File: config.mk
export PLATFORM = sky130hd
export DESIGN_NAME = instr_sequencer
export DESIGN_NICKNAME = d
export VERILOG_FILES = /design/src/rtl/instr_sequencer.sv
export SDC_FILE = /design/constraint.sdc
export NUM_CORES = 1
export LEC_CHECK = 0
export ABC_CLOCK_PERIOD_IN_PS = 1290
export BUFFER_PORTS_ARGS = -buffer_cell sky130_fd_sc_hd__buf_2
export CELL_PAD_IN_SITES_DETAIL_PLACEMENT = 1
export CELL_PAD_IN_SITES_GLOBAL_PLACEMENT = 2
export CORE_MARGIN = 4
export CORE_UTILIZATION = 23
export CTS_CLUSTER_SIZE = 10
export DETAILED_ROUTE_END_ITERATION = 10
export MAX_ROUTING_LAYER = met4
export PLACE_DENSITY = 0.76
export SLEW_MARGIN = 25
export SYNTH_ARGS = -nofsm -noshare
export SYNTH_HDL_FRONTEND = slang
export SYNTH_SLANG_ARGS = --single-unit
File: constraint.sdc
create_clock -name clk -period 1.29 [get_ports clk]
set_input_delay 0.129 -clock clk [delete_from_list [all_inputs] [get_ports clk]]
set_output_delay 0.129 -clock clk [all_outputs]
set_load 0.02 [all_outputs]
File: src/rtl/instr_sequencer.sv
// instr_sequencer
// Multi-cycle control sequencer for the 8-bit model machine. Steps each
// instruction through fetch, decode and execute beats, latches the decoder's
// one-hot operation lines during decode and drives the per-beat datapath
// controls. Owns the run/halt state of the machine.
//
// Ports
//   clk, rst          clock, synchronous active-high reset
//   run               start request, only looked at in IDLE
//   movea..halt       decoder one-hot operation lines (16)
//   z, c              registered ALU flags from the datapath
//   in_valid          input port has data
//   out_ready         output port accepts data
//   dec_en            decoder enable
//   ir_ld, pc_inc, pc_ld, addr_sel, mem_rd, mem_wr
//                     IR / PC / memory controls
//   reg_we, reg_src   register file write and source select
//   alu_op, flag_we   ALU operation and flag update
//   in_ack, out_valid I/O handshake
//   instr_done        one-cycle pulse on the last beat of an instruction
//   halted            machine stopped by HALT
//   state             current state (debug)
//
// state    | meaning
// ---------+------------------------------------------------
// IDLE     | stopped, waiting for run
// FETCH    | read opcode at PC into IR, PC+1
// DECODE   | decoder enabled, op register latched
// EXEC     | single execute beat for ALU/move/jump ops
// WAIT_IN  | waiting for in_valid to load the input port
// WAIT_OUT | presenting output data until out_ready
// HALT     | stopped by HALT, only rst leaves
module instr_sequencer (
  input  logic       clk,
  input  logic       rst,
  input  logic       run,
  input  logic       movea,
  input  logic       moveb,
  input  logic       movec,
  input  logic       add,
  input  logic       sub,
  input  logic       and1,
  input  logic       not1,
  input  logic       rsr,
  input  logic       rsl,
  input  logic       jmp,
  input  logic       jz,
  input  logic       jc,
  input  logic       in1,
  input  logic       out1,
  input  logic       nop,
  input  logic       halt,
  input  logic       z,
  input  logic       c,
  input  logic       in_valid,
  input  logic       out_ready,
  output logic       dec_en,
  output logic       ir_ld,
  output logic       pc_inc,
  output logic       pc_ld,
  output logic       addr_sel,
  output logic       mem_rd,
  output logic       mem_wr,
  output logic       reg_we,
  output logic [1:0] reg_src,
  output logic [2:0] alu_op,
  output logic       flag_we,
  output logic       in_ack,
  output logic       out_valid,
  output logic       instr_done,
  output logic       halted,
  output logic [2:0] state
);

  typedef enum logic [2:0] {
    S_IDLE     = 3'd0,
    S_FETCH    = 3'd1,
    S_DECODE   = 3'd2,
    S_EXEC     = 3'd3,
    S_WAIT_IN  = 3'd4,
    S_WAIT_OUT = 3'd5,
    S_HALT     = 3'd6
  } state_t;

  localparam int OP_MOVEA = 0;
  localparam int OP_MOVEB = 1;
  localparam int OP_MOVEC = 2;
  localparam int OP_ADD   = 3;
  localparam int OP_SUB   = 4;
  localparam int OP_AND   = 5;
  localparam int OP_NOT   = 6;
  localparam int OP_RSR   = 7;
  localparam int OP_RSL   = 8;
  localparam int OP_JMP   = 9;
  localparam int OP_JZ    = 10;
  localparam int OP_JC    = 11;
  localparam int OP_IN    = 12;
  localparam int OP_OUT   = 13;
  localparam int OP_NOP   = 14;
  localparam int OP_HALT  = 15;

  localparam logic [2:0] ALU_PASS = 3'b000;
  localparam logic [2:0] ALU_ADD  = 3'b001;
  localparam logic [2:0] ALU_SUB  = 3'b010;
  localparam logic [2:0] ALU_AND  = 3'b011;
  localparam logic [2:0] ALU_NOT  = 3'b100;
  localparam logic [2:0] ALU_SHR  = 3'b101;
  localparam logic [2:0] ALU_SHL  = 3'b110;

  state_t      state_q, state_d;
  logic [15:0] op_q, op_d;
  logic [15:0] lines;
  logic [15:0] pri;
  logic        jump_taken;

  assign lines = {halt, nop, out1, in1, jc, jz, jmp, rsl, rsr,
                  not1, and1, sub, add, movec, moveb, movea};

  // Reduce the decoder lines to at most one bit so that everything
  // downstream of the op register can assume a clean one-hot.
  always_comb begin
    pri = '0;
    if      (lines[OP_HALT])  pri[OP_HALT]  = 1'b1;
    else if (lines[OP_IN])    pri[OP_IN]    = 1'b1;
    else if (lines[OP_OUT])   pri[OP_OUT]   = 1'b1;
    else if (lines[OP_JMP])   pri[OP_JMP]   = 1'b1;
    else if (lines[OP_JZ])    pri[OP_JZ]    = 1'b1;
    else if (lines[OP_JC])    pri[OP_JC]    = 1'b1;
    else if (lines[OP_MOVEA]) pri[OP_MOVEA] = 1'b1;
    else if (lines[OP_MOVEB]) pri[OP_MOVEB] = 1'b1;
    else if (lines[OP_MOVEC]) pri[OP_MOVEC] = 1'b1;
    else if (lines[OP_ADD])   pri[OP_ADD]   = 1'b1;
    else if (lines[OP_SUB])   pri[OP_SUB]   = 1'b1;
    else if (lines[OP_AND])   pri[OP_AND]   = 1'b1;
    else if (lines[OP_NOT])   pri[OP_NOT]   = 1'b1;
    else if (lines[OP_RSR])   pri[OP_RSR]   = 1'b1;
    else if (lines[OP_RSL])   pri[OP_RSL]   = 1'b1;
    else if (lines[OP_NOP])   pri[OP_NOP]   = 1'b1;
  end

  // Flags are taken live in the EXEC beat, not at decode time.
  assign jump_taken = op_q[OP_JMP] | (op_q[OP_JZ] & z) | (op_q[OP_JC] & c);

  always_ff @(posedge clk) begin
    if (rst) begin
      state_q <= S_IDLE;
      op_q    <= '0;
    end else begin
      state_q <= state_d;
      op_q    <= op_d;
    end
  end

  always_comb begin
    state_d    = state_q;
    op_d       = op_q;
    dec_en     = 1'b0;
    ir_ld      = 1'b0;
    pc_inc     = 1'b0;
    pc_ld      = 1'b0;
    addr_sel   = 1'b0;
    mem_rd     = 1'b0;
    mem_wr     = 1'b0;
    reg_we     = 1'b0;
    reg_src    = 2'b00;
    alu_op     = ALU_PASS;
    flag_we    = 1'b0;
    in_ack     = 1'b0;
    out_valid  = 1'b0;
    instr_done = 1'b0;
    halted     = 1'b0;

    unique case (state_q)
      S_IDLE: begin
        if (run) state_d = S_FETCH;
      end
      S_FETCH: begin
        mem_rd  = 1'b1;
        ir_ld   = 1'b1;
        pc_inc  = 1'b1;
        state_d = S_DECODE;
      end
      S_DECODE: begin
        dec_en = 1'b1;
        op_d   = pri;
        if (pri[OP_HALT]) begin
          state_d = S_HALT;
        end else if (pri[OP_IN]) begin
          state_d = S_WAIT_IN;
        end else if (pri[OP_OUT]) begin
          state_d = S_WAIT_OUT;
        end else if (pri[OP_NOP] || (pri == '0)) begin
          // Illegal opcodes retire as a nop.
          instr_done = 1'b1;
          state_d    = S_FETCH;
        end else begin
          state_d = S_EXEC;
        end
      end
      S_EXEC: begin
        instr_done = 1'b1;
        state_d    = S_FETCH;
        if (op_q[OP_MOVEA]) begin
          reg_we = 1'b1;
        end
        if (op_q[OP_MOVEB]) begin
          addr_sel = 1'b1;
          mem_wr   = 1'b1;
        end
        if (op_q[OP_MOVEC]) begin
          addr_sel = 1'b1;
          mem_rd   = 1'b1;
          reg_we   = 1'b1;
          reg_src  = 2'b01;
        end
        if (|op_q[OP_RSL:OP_ADD]) begin
          reg_we  = 1'b1;
          flag_we = 1'b1;
          if      (op_q[OP_ADD]) alu_op = ALU_ADD;
          else if (op_q[OP_SUB]) alu_op = ALU_SUB;
          else if (op_q[OP_AND]) alu_op = ALU_AND;
          else if (op_q[OP_NOT]) alu_op = ALU_NOT;
          else if (op_q[OP_RSR]) alu_op = ALU_SHR;
          else                   alu_op = ALU_SHL;
        end
        // Jumps carry a second byte at PC: load it when taken, skip it if not.
        if (|op_q[OP_JC:OP_JMP]) begin
          mem_rd = 1'b1;
          pc_ld  = jump_taken;
          pc_inc = ~jump_taken;
        end
      end
      S_WAIT_IN: begin
        if (in_valid) begin
          reg_we     = 1'b1;
          reg_src    = 2'b10;
          in_ack     = 1'b1;
          instr_done = 1'b1;
          state_d    = S_FETCH;
        end
      end
      S_WAIT_OUT: begin
        out_valid = 1'b1;
        if (out_ready) begin
          instr_done = 1'b1;
          state_d    = S_FETCH;
        end
      end
      S_HALT: begin
        halted = 1'b1;
      end
      default: begin
        state_d = S_IDLE;
      end
    endcase
  end

  assign state = state_q;

endmodule

==> qor.txt, run 1 <==
Status = complete, but fails checks
Failing checks = negative setup slack
DRT Pass-1 Iters = 4
Total grt overflow = 0
Post-synthesis register bit count = 15
Seq/Total Area, Yosys = 29.9%
FF-to-FF Start = state[1]$_SDFFE_PP0P_
Int Power = 1.02 mW
Via/cell ratio = 4.92
Sequential share of power = 32.6%
GRT Util Overall = 16.5%
Syn_nets = 142
Hold Path Class = in2reg
Area leader, netlist = dfxtp_1
Worst rel slew slack = 66.6%
Root Driver = clkbuf_8
Syn_area_per_cell = 8.45 µm²
Filler cells = 481
Worst hold path stage count = 3
CP Launch Type = flop
Antenna viol nets, final = 0
Synth Cell Area = 0.00101 mm²
Die Y = 74.1 µm
Diode count = 0
Worst VDD drop = 419 µV
Worst-path clk slew = 0.06 ns
Crit path capture type = primary output
Comb power frac = 42.0%
Seq. cell area = 313 µm²
GPL Wtd Cong = 0.778
Distinct cells, synth = 40
Area growth, synth to finish = 103%
Worst-Skew Late Latency = 0.25 ns
Vias post-DR = 1249
Starting density of the core = 24.4%
Final hold vios = 0
IO buf count = 42
RSZ-0062 raised after global routing = yes
Fin area = 0.00204 mm²
Half-perimeter wire length after detailed placement = 3.09 mm
TritonCTS Sinks = 15
Drc violations = 0
Chip width = 74.1 µm
Switching power = 0.490 mW
CP Max Fanout = 5
Number of global-route vias before repair = 1395
Worst hold start = jz
Slew at the pin closest to its max-slew limit = 0.488 ns
Reg2Reg Setup Slack = -0.09 ns
Hold buffers post-CTS = 0
Clk buf depth = 2
Critical Path RT = 1.16 ns
Max-slew violation count = 0
Crit Reg-Reg Endpoint = op_q[6]$_SDFFE_PP0P_
Hold path endpoint = op_q[10]$_SDFFE_PP0P_
Layout cells sized above 1 = 67.2%
Detailed Route Iter0 Violations = 32
Core area = 0.00412 mm²
Fin nets = 228
Row Count = 23
Routed WL per cell = 16.8 µm
Reg2reg path depth = 5
Fin crit share = 136%
Initial antenna violation count = 0
Yosys top cell area share = 29.9%
I/O Pins = 44
Power per cell area = 739 mW/mm²
Post-place instance area = 0.00154 mm²
DIE AREA = 0.00550 mm²
Achievable Freq = 0.570 GHz
Ys Warns = 0
Min Hold Slack = 0.183 ns
Switching Fraction = 32.5%
Static Leak = 0.900 nW
Synth Instances = 119
Tot Pwr = 1.51 mW
CTS Buf Count = 3
First-pass GRT wire length = 6.73 mm
Setup Viol. Count Final = 27
Htree depth = 1
Worst Path Class, Setup = reg2out
Setup ws final = -0.465 ns
Area occupied by multi-input gates = 873 µm²
Fin crit period = 1.76 ns
Clk pwr share = 25.4%
Crit path arrival time = 1.63 ns
Fin Clk Skew = 0.000897 ns
Top post-synthesis cells by area = dfxtp_1 30%, o41ai_2 6.5%, a21oi_1 5.5%, nand3_1 5.0%, nor4_4 4.2%
CTS tree = built
Largest net degree at the start of global routing = 14
Max-cap violations = 0
Routed wire length = 4.26 mm
[worst max-delay path by stage]
| stage | end | startpoint | cells past startpoint | slack, ns |
|---|---|---|---|---|
| after floorplan | instr_done | state[1]$_SDFFE_PP0P_ | 4 | -0.29 |
| after global placement | alu_op[2] | op_q[3]$_SDFFE_PP0P_ | 5 | -0.25 |
| after detailed placement | alu_op[2] | op_q[3]$_SDFFE_PP0P_ | 5 | -0.29 |
| after CTS | alu_op[0] | op_q[3]$_SDFFE_PP0P_ | 5 | -0.53 |
| after global routing | alu_op[1] | state[2]$_SDFFE_PP0P_ | 6 | -0.52 |
| final | addr_sel | state[1]$_SDFFE_PP0P_ | 6 | -0.47 |
[area by class of cell]
class	instances	share of cell area (%)
clock buffer	4	2.21
inverter	7	1.90
multi-input combinational	92	42.8
sequential	15	15.3
tap	50	3.07
timing repair buffer	86	34.6
[layer usage]
layer,track usage (%),wire [µm]
met1,18.1,1660
met2,30.5,2400
met3,2.70,151
met4,4.23,55
met5,-,0
[cell usage after synthesis]
library cell / count
inv_1: 6
nor3b_1: 2
nor4_4: 2
a21oi_1: 11
and2_1: 2
a2111oi_0: 1
nor2b_1: 4
nand3_1: 10
nand4b_1: 1
or3_1: 1
a221oi_1: 1
nor3_1: 5
o21bai_1: 1
or4_1: 1
o41ai_1: 1
and4b_1: 1
buf_4: 1
nand4_1: 4
o31ai_1: 3
and3b_1: 3
nand2b_1: 3
clkbuf_1: 2
and4bb_1: 1
or2_1: 1
o41ai_4: 1
nand2_1: 8
buf_2: 2
mux2i_1: 1
or3b_4: 1
o21ai_0: 4
dfxtp_1: 15
nor4_1: 1
a21o_1: 1
clkinv_4: 1
nand2_4: 1
nor2_1: 7
o41ai_2: 4
a211oi_1: 2
nand3b_1: 1
o31a_1: 1
[critical path, stage by stage, from the launching register on]
cell and delay (ns):
dfxtp_4 0.34, buf_6 0.12, and3b_2 0.27, buf_4 0.16, and2_4 0.13, or2_4 0.22, buf_6 0.13
[flip-flops by register name, indices dropped and copies added (netlist names)]
signal	count
op_q	12
state	3
[power groups by stage]
stage / clock network, mW / registers (mW) / logic [mW]
after floorplan: 0 / 0.523 / 0.211
after global placement: 0 / 0.498 / 0.413
after detailed placement: 0 / 0.498 / 0.423
after CTS: 0.399 / 0.491 / 0.591
after global routing: 0.416 / 0.493 / 0.676
final: 0.383 / 0.491 / 0.632
[cells in the final DEF, fill, tap and decap left out, types with 5 or more instances in the layout]
| cell | count |
|---|---|
| a21oi_2 | 7 |
| dfxtp_1 | 9 |
| buf_6 | 28 |
| buf_4 | 32 |
| inv_1 | 5 |
| nand3_1 | 7 |
| nor2_1 | 6 |
| nand2_1 | 8 |
| buf_2 | 24 |
[cells by family (layout without fill, tap and decap cells)]
group	Yosys count	in the layout	synth area share (%)
DFF	15	15	29.9
muxes	1	1	0.995
and+or+nand+nor	60	60	38.2
AOI/OAI and AO/OA	31	31	25.4
buffers and inverters	12	97	5.60
[through the flow]
| step | TNS [ns] | util (%) | cells | setup WS (ns) |
|---|---|---|---|---|
| after detailed placement | -1.90 | 37.5 | 234 | -0.288 |
| final | -4.96 | 49.5 | 254 | -0.465 |
| after CTS | -5.07 | 47.2 | 252 | -0.533 |
| after global routing | -6.48 | 49.5 | 254 | -0.516 |
| after floorplan | -1.08 | - | 119 | -0.293 |
| after global placement | -1.56 | 37.5 | 234 | -0.248 |
[repair_timing]
item / in CTS / in global routing
setup endpoints to repair: 28 / 33
gates resized for setup: 67 / 16
setup buffers: 16 / 2
pin swaps: 26 / 9
Power figures use the tool's default switching activity.
==> inputs of run 2 (changes only) <==
CTS_BUF_LIST = sky130_fd_sc_hd__clkbuf_16   (was not set)
SKIP_LAST_GASP = 1   (was not set)
==> qor.txt, run 2 (synthesized netlist as in run 1, its figures left out) <==
Status = complete, but fails checks (unchanged)
Failing checks = negative setup slack (unchanged)
Largest Register = op_q (unchanged)
Fin nets = 231 (was 228)
CTS Buf Count = 3 (unchanged)
Clk buf depth = 2 (unchanged)
CP Launch Type = flop (unchanged)
Routed WL per cell = 18.5 µm (was 16.8 µm)
DRT Pass-1 Iters = 4 (unchanged)
Hold buffers post-CTS = 0 (unchanged)
Final hold vios = 0 (unchanged)
Worst VDD drop = 429 µV (was 419 µV)
Worst Setup Slack post-DPL = -0.288 ns (unchanged)
Chip width = 74.1 µm (unchanged)
Total grt overflow = 0 (unchanged)
FF-to-FF Start = state[1]$_SDFFE_PP0P_ (unchanged)
Largest register FFs = 12 (unchanged)
Min Hold Slack = 0.182 ns (was 0.183 ns)
Core area = 0.00412 mm² (unchanged)
Most common cell after layout, fill and taps aside = buf_4 (unchanged)
Worst hold path stage count = 3 (unchanged)
Die Y = 74.1 µm (unchanged)
I/O Pins = 44 (unchanged)
Critical Path RT = 1.16 ns (about the same)
Reg2Reg Setup Slack = -0.11 ns (was -0.09 ns)
GRT Util Overall = 17.3% (was 16.5%)
Half-perimeter wire length after detailed placement = 3.09 mm (unchanged)
Worst Path Class, Setup = reg2out (unchanged)
Detailed Route Iter0 Violations = 38 (was 32)
Most frequent cells in the layout = 35 x buf_4, 25 x buf_2, 25 x buf_6 (was 32 x buf_4, 28 x buf_6, 24 x buf_2)
Hold path endpoint = op_q[10]$_SDFFE_PP0P_ (unchanged)
Setup Viol. Count Final = 31 (was 27)
IO buf count = 42 (unchanged)
Drc violations = 0 (unchanged)
Fin crit period = 1.75 ns (was 1.76 ns)
Fin crit share = 135% (was 136%)
TritonCTS Sinks = 15 (unchanged)
Layout cells sized above 1 = 68.1% (was 67.2%)
CTS tree = built (unchanged)
Area occupied by multi-input gates = 876 µm² (was 873 µm²)
Setup ws final = -0.456 ns (was -0.465 ns)
Max-cap violations = 0 (unchanged)
Initial antenna violation count = 0 (unchanged)
Worst rel slew slack = 65.4% (was 66.6%)
Largest net degree at the start of global routing = 14 (unchanged)
Crit path buffers/inverters = 3 (unchanged)
Crit path capture type = primary output (unchanged)
Row Count = 23 (unchanged)
Worst hold start = jz (unchanged)
Vias post-DR = 1333 (was 1249)
Crit-path cells = buf_6 -> and3b_2 -> buf_4 -> and2_4 -> or2_4 -> buf_6 (unchanged)
Worst path max stage delay = 0.34 ns (about the same)
First-pass GRT wire length = 7.02 mm (was 6.73 mm)
CP Max Fanout = 5 (unchanged)
Area growth, synth to finish = 110% (was 103%)
Starting density of the core = 24.4% (unchanged)
Reg2reg path depth = 6 (was 5)
RSZ-0062 raised after global routing = yes (unchanged)
Crit path arrival time = 1.62 ns (was 1.63 ns)
Number of global-route vias before repair = 1437 (was 1395)
CP delay by family, top = simple AND/OR/NAND/NOR gates (unchanged)
Static Leak = 0.949 nW (was 0.900 nW)
Hold Path Class = in2reg (unchanged)
Filler cells = 472 (was 481)
GPL Wtd Cong = 0.778 (unchanged)
Crit Reg-Reg Endpoint = op_q[1]$_SDFFE_PP0P_ (was op_q[6]$_SDFFE_PP0P_)
Max-slew violation count = 0 (unchanged)
Routed wire length = 4.76 mm (was 4.26 mm)
Fin area = 0.00211 mm² (was 0.00204 mm²)
Critical Path Most Common Cell = buf_6 (unchanged)
Via/cell ratio = 5.19 (was 4.92)
Slew at the pin closest to its max-slew limit = 0.506 ns (was 0.488 ns)
DIE AREA = 0.00550 mm² (unchanged)
Power per cell area = 843 mW/mm² (was 739 mW/mm²)
Seq. cell area = 314 µm² (was 313 µm²)
Slowest CP cell = dfxtp_4 (unchanged)
Root Driver = clkbuf_16 (was clkbuf_8)
Antenna viol nets, final = 0 (unchanged)
Diode count = 0 (unchanged)
Achievable Freq = 0.573 GHz (was 0.570 GHz)
Worst-Skew Late Latency = 0.25 ns (about the same)
Htree depth = 1 (unchanged)
Post-place instance area = 0.00154 mm² (unchanged)
Fin util = 51.4% (was 49.5%)
Worst-path clk slew = 0.05 ns (was 0.06 ns)
Fin Clk Skew = 0.00490 ns (was 0.000897 ns)
## run 2: cell count changes in the layout (fill, tap and decap cells not counted), sizes merged
cell | before | now
buf | 86 | 88
inv | 6 | 7
## run 2: layout make-up
cell class | count | share of cell area, %
Multi-Input combinational cell | 92 | 41.4
Timing Repair Buffer | 89 | 35.2
Clock inverter | 1 | 0.178
Sequential cell | 15 | 14.9
Clock buffer | 3 | 3.55
Inverter | 7 | 1.83
Tap cell | 50 | 2.96
## run 2: routing by layer
layer / track usage [%] / part of all wire [%] / up-vias / wire length (µm)
met5: - / 0 / - / 0
met1: 18.7 / 37 / 641 / 1780
met3: 3.92 / 4.9 / 13 / 231
met4: 6.64 / 2.6 / 0 / 125
met2: 30.4 / 55 / 46 / 2620
li1: - / - / 633 / -
## run 2: how the worst max path moves through the flow
| stage | from | to | depth (start not counted) |
|---|---|---|---|
| detailed placement | op_q[3]$_SDFFE_PP0P_ | alu_op[2] | 5 |
| finish | state[1]$_SDFFE_PP0P_ | addr_sel | 6 |
| global placement | op_q[3]$_SDFFE_PP0P_ | alu_op[2] | 5 |
| floorplan | state[1]$_SDFFE_PP0P_ | instr_done | 4 |
| global route | state[2]$_SDFFE_PP0P_ | alu_op[1] | 6 |
| CTS | op_q[4]$_SDFFE_PP0P_ | alu_op[0] | 5 |
## run 2: repair_timing
| item | CTS | global route |
|---|---|---|
| gates cloned | 0 | 1 |
| pin swaps | 26 | 12 |
| gates resized for setup | 60 | 27 |
| endpoints found under the setup margin | 30 | 33 |
| setup buffers | 17 | 5 |
## run 2: through the flow
stage               cells  setup TNS, ns  power [mW]
global route          257          -6.58        1.86
detailed placement    234          -1.90       0.921
global placement      234          -1.56       0.911
CTS                   253          -5.05        1.70
finish                257          -5.08        1.78
floorplan             119          -1.08       0.734
## run 2: power breakdown
group | switching [mW] | internal (mW)
registers | 0.00995 | 0.482
logic | 0.339 | 0.354
clock network | 0.187 | 0.410
total | 0.536 | 1.25
## run 2: worst register-to-register path, stage by stage (launching register included)
cell      delay (ns)
dfxtp_4         0.34
or3b_4          0.42
clkinv_8        0.08
buf_8           0.11
buf_6           0.11
nand4_1         0.10
a21oi_1         0.15
==> inputs of run 3 (changes only) <==
RECOVER_POWER = 25   (was not set)
==> qor.txt, run 3 (synthesized netlist as in run 1, its figures left out) <==
Status = complete, but fails checks (unchanged)
Failing checks = negative setup slack (unchanged)
GRT Util Overall = 17.3% (unchanged)
Worst rel slew slack = 65.4% (unchanged)
Fin nets = 231 (unchanged)
DIE AREA = 0.00550 mm² (unchanged)
Routed WL per cell = 18.5 µm (about the same)
Drc violations = 0 (unchanged)
Routed wire length = 4.76 mm (about the same)
Worst Path Class, Setup = reg2out (unchanged)
Setup ws final = -0.456 ns (unchanged)
Fin Clk Skew = 0.00490 ns (unchanged)
Critical Path Most Common Cell = buf_6 (unchanged)
Hold Path Class = in2reg (unchanged)
Crit path arrival time = 1.62 ns (about the same)
Row Count = 23 (unchanged)
Max-slew violation count = 0 (unchanged)
CTS Buf Count = 3 (unchanged)
Final hold vios = 0 (unchanged)
First-pass GRT wire length = 7.02 mm (unchanged)
Worst path max stage delay = 0.34 ns (about the same)
Via/cell ratio = 5.19 (unchanged)
Crit path buffers/inverters = 3 (unchanged)
Worst-path clk slew = 0.05 ns (about the same)
IO buf count = 42 (unchanged)
Post-placement cell count = 234 (unchanged)
TritonCTS Sinks = 15 (unchanged)
Filler cells = 473 (was 472)
Starting density of the core = 24.4% (unchanged)
Achievable Freq = 0.573 GHz (unchanged)
Crit path capture type = primary output (unchanged)
Setup Viol. Count Final = 31 (unchanged)
Max-cap violations = 0 (unchanged)
I/O Pins = 44 (unchanged)
Number of global-route vias before repair = 1437 (unchanged)
Half-perimeter wire length after detailed placement = 3.09 mm (unchanged)
Antenna viol nets, final = 0 (unchanged)
Switching power = 0.536 mW (about the same)
CP Launch Type = flop (unchanged)
CP delay by family, top = simple AND/OR/NAND/NOR gates (unchanged)
Diode count = 0 (unchanged)
Htree depth = 1 (unchanged)
CTS tree = built (unchanged)
Critical Path RT = 1.16 ns (about the same)
Finished Layout Cells = 257 (unchanged)
Die Y = 74.1 µm (unchanged)
Clk pwr share = 33.5% (about the same)
Worst VDD drop = 429 µV (unchanged)
Slowest CP cell = dfxtp_4 (unchanged)
Total grt overflow = 0 (unchanged)
Crit-path cells = buf_6 -> and3b_2 -> buf_4 -> and2_4 -> or2_4 -> buf_6 (unchanged)
Comb power frac = 38.8% (was 38.9%)
Most frequent cells in the layout = 35 x buf_4, 25 x buf_6, 24 x buf_2 (was 35 x buf_4, 25 x buf_2, 25 x buf_6)
Worst-Skew Late Latency = 0.25 ns (about the same)
Switching Fraction = 30.1% (about the same)
Most common cell after layout, fill and taps aside = buf_4 (unchanged)
Sequential share of power = 27.6% (about the same)
Tot Pwr = 1.78 mW (about the same)
Int Power = 1.25 mW (about the same)
Layout cells sized above 1 = 67.6% (was 68.1%)
Fin util = 51.4% (about the same)
Root Driver = clkbuf_16 (unchanged)
Static Leak = 0.945 nW (was 0.949 nW)
Largest Register = op_q (unchanged)
DRT Pass-1 Iters = 4 (unchanged)
Setup_tns = -5.08 ns (about the same)
Vias post-DR = 1333 (unchanged)
RSZ-0062 raised after global routing = yes (unchanged)
Largest register FFs = 12 (unchanged)
Power per cell area = 843 mW/mm² (about the same)
GPL Wtd Cong = 0.778 (unchanged)
CP Max Fanout = 5 (unchanged)
Fin crit period = 1.75 ns (unchanged)
Area growth, synth to finish = 110% (about the same)
Core area = 0.00412 mm² (unchanged)
Slew at the pin closest to its max-slew limit = 0.506 ns (unchanged)
Chip width = 74.1 µm (unchanged)
Clk buf depth = 2 (unchanged)
Detailed Route Iter0 Violations = 38 (unchanged)
Fin crit share = 135% (unchanged)
Initial antenna violation count = 0 (unchanged)
Largest net degree at the start of global routing = 14 (unchanged)
-- run 3: final timing paths --
kind | slack [ns] | from | to | cells after the start
min reg2reg | 0.47 | op_q[1]$_SDFFE_PP0P_ | op_q[1]$_SDFFE_PP0P_ | 2
max reg2reg | -0.11 | state[1]$_SDFFE_PP0P_ | op_q[1]$_SDFFE_PP0P_ | 6
max | -0.46 | state[1]$_SDFFE_PP0P_ | addr_sel | 6
min | 0.18 | jz | op_q[10]$_SDFFE_PP0P_ | 3
-- run 3: worst min-delay path: cells and delay by family --
kind	cells	cell delay (ns)
AO/OA/AOI/OAI	1	0.04
AND/OR/NAND/NOR	1	0.07
buffers and inverters	1	0.14
-- run 3: cell type report --
cell class | count | area, µm² | area share [%]
clock inverters | 1 | 3.75 | 0.178
clock buffers | 3 | 75.1 | 3.55
inverters | 7 | 38.8 | 1.84
flip-flops and latches | 15 | 314 | 14.9
multi-input cells | 92 | 876 | 41.4
repair buffers | 89 | 743 | 35.2
well taps | 50 | 62.6 | 2.96
-- run 3: routing by layer --
| layer | up-vias | part of all wire, % | global-route usage, % |
|---|---|---|---|
| met1 | 641 | 37 | 18.7 |
| li1 | 633 | - | - |
| met4 | 0 | 2.6 | 6.64 |
| met2 | 46 | 55 | 30.4 |
| met5 | - | 0 | - |
| met3 | 13 | 5.0 | 3.92 |
-- run 3: power by group through the flow --
| stage | sequential, mW | clock [mW] | combinational (mW) |
|---|---|---|---|
| 3_3_place_gp | 0.498 | 0 | 0.413 |
| 3_5_place_dp | 0.498 | 0 | 0.423 |
| 5_1_grt | 0.494 | 0.630 | 0.735 |
| 2_1_floorplan | 0.523 | 0 | 0.211 |
| 4_1_cts | 0.492 | 0.613 | 0.592 |
| 6_report | 0.492 | 0.597 | 0.691 |
-- run 3: what timing repair did --
item                                   CTS  global route
pin swaps                               26            12
gates cloned                             0             1
setup buffers                           17             5
hold buffers                             0             0
resized for setup                       60            27
setup endpoints to repair               30            33
endpoints found under the hold margin    0             0
-- run 3: stage by stage --
stage	hold WS, ns	setup slack (ns)	cell area, µm²
6_report	0.182	-0.456	2110
4_1_cts	0.176	-0.524	1960
5_1_grt	0.178	-0.508	2110
3_5_place_dp	0.426	-0.288	1540
3_3_place_gp	0.418	-0.248	1540
2_1_floorplan	0.219	-0.293	1090
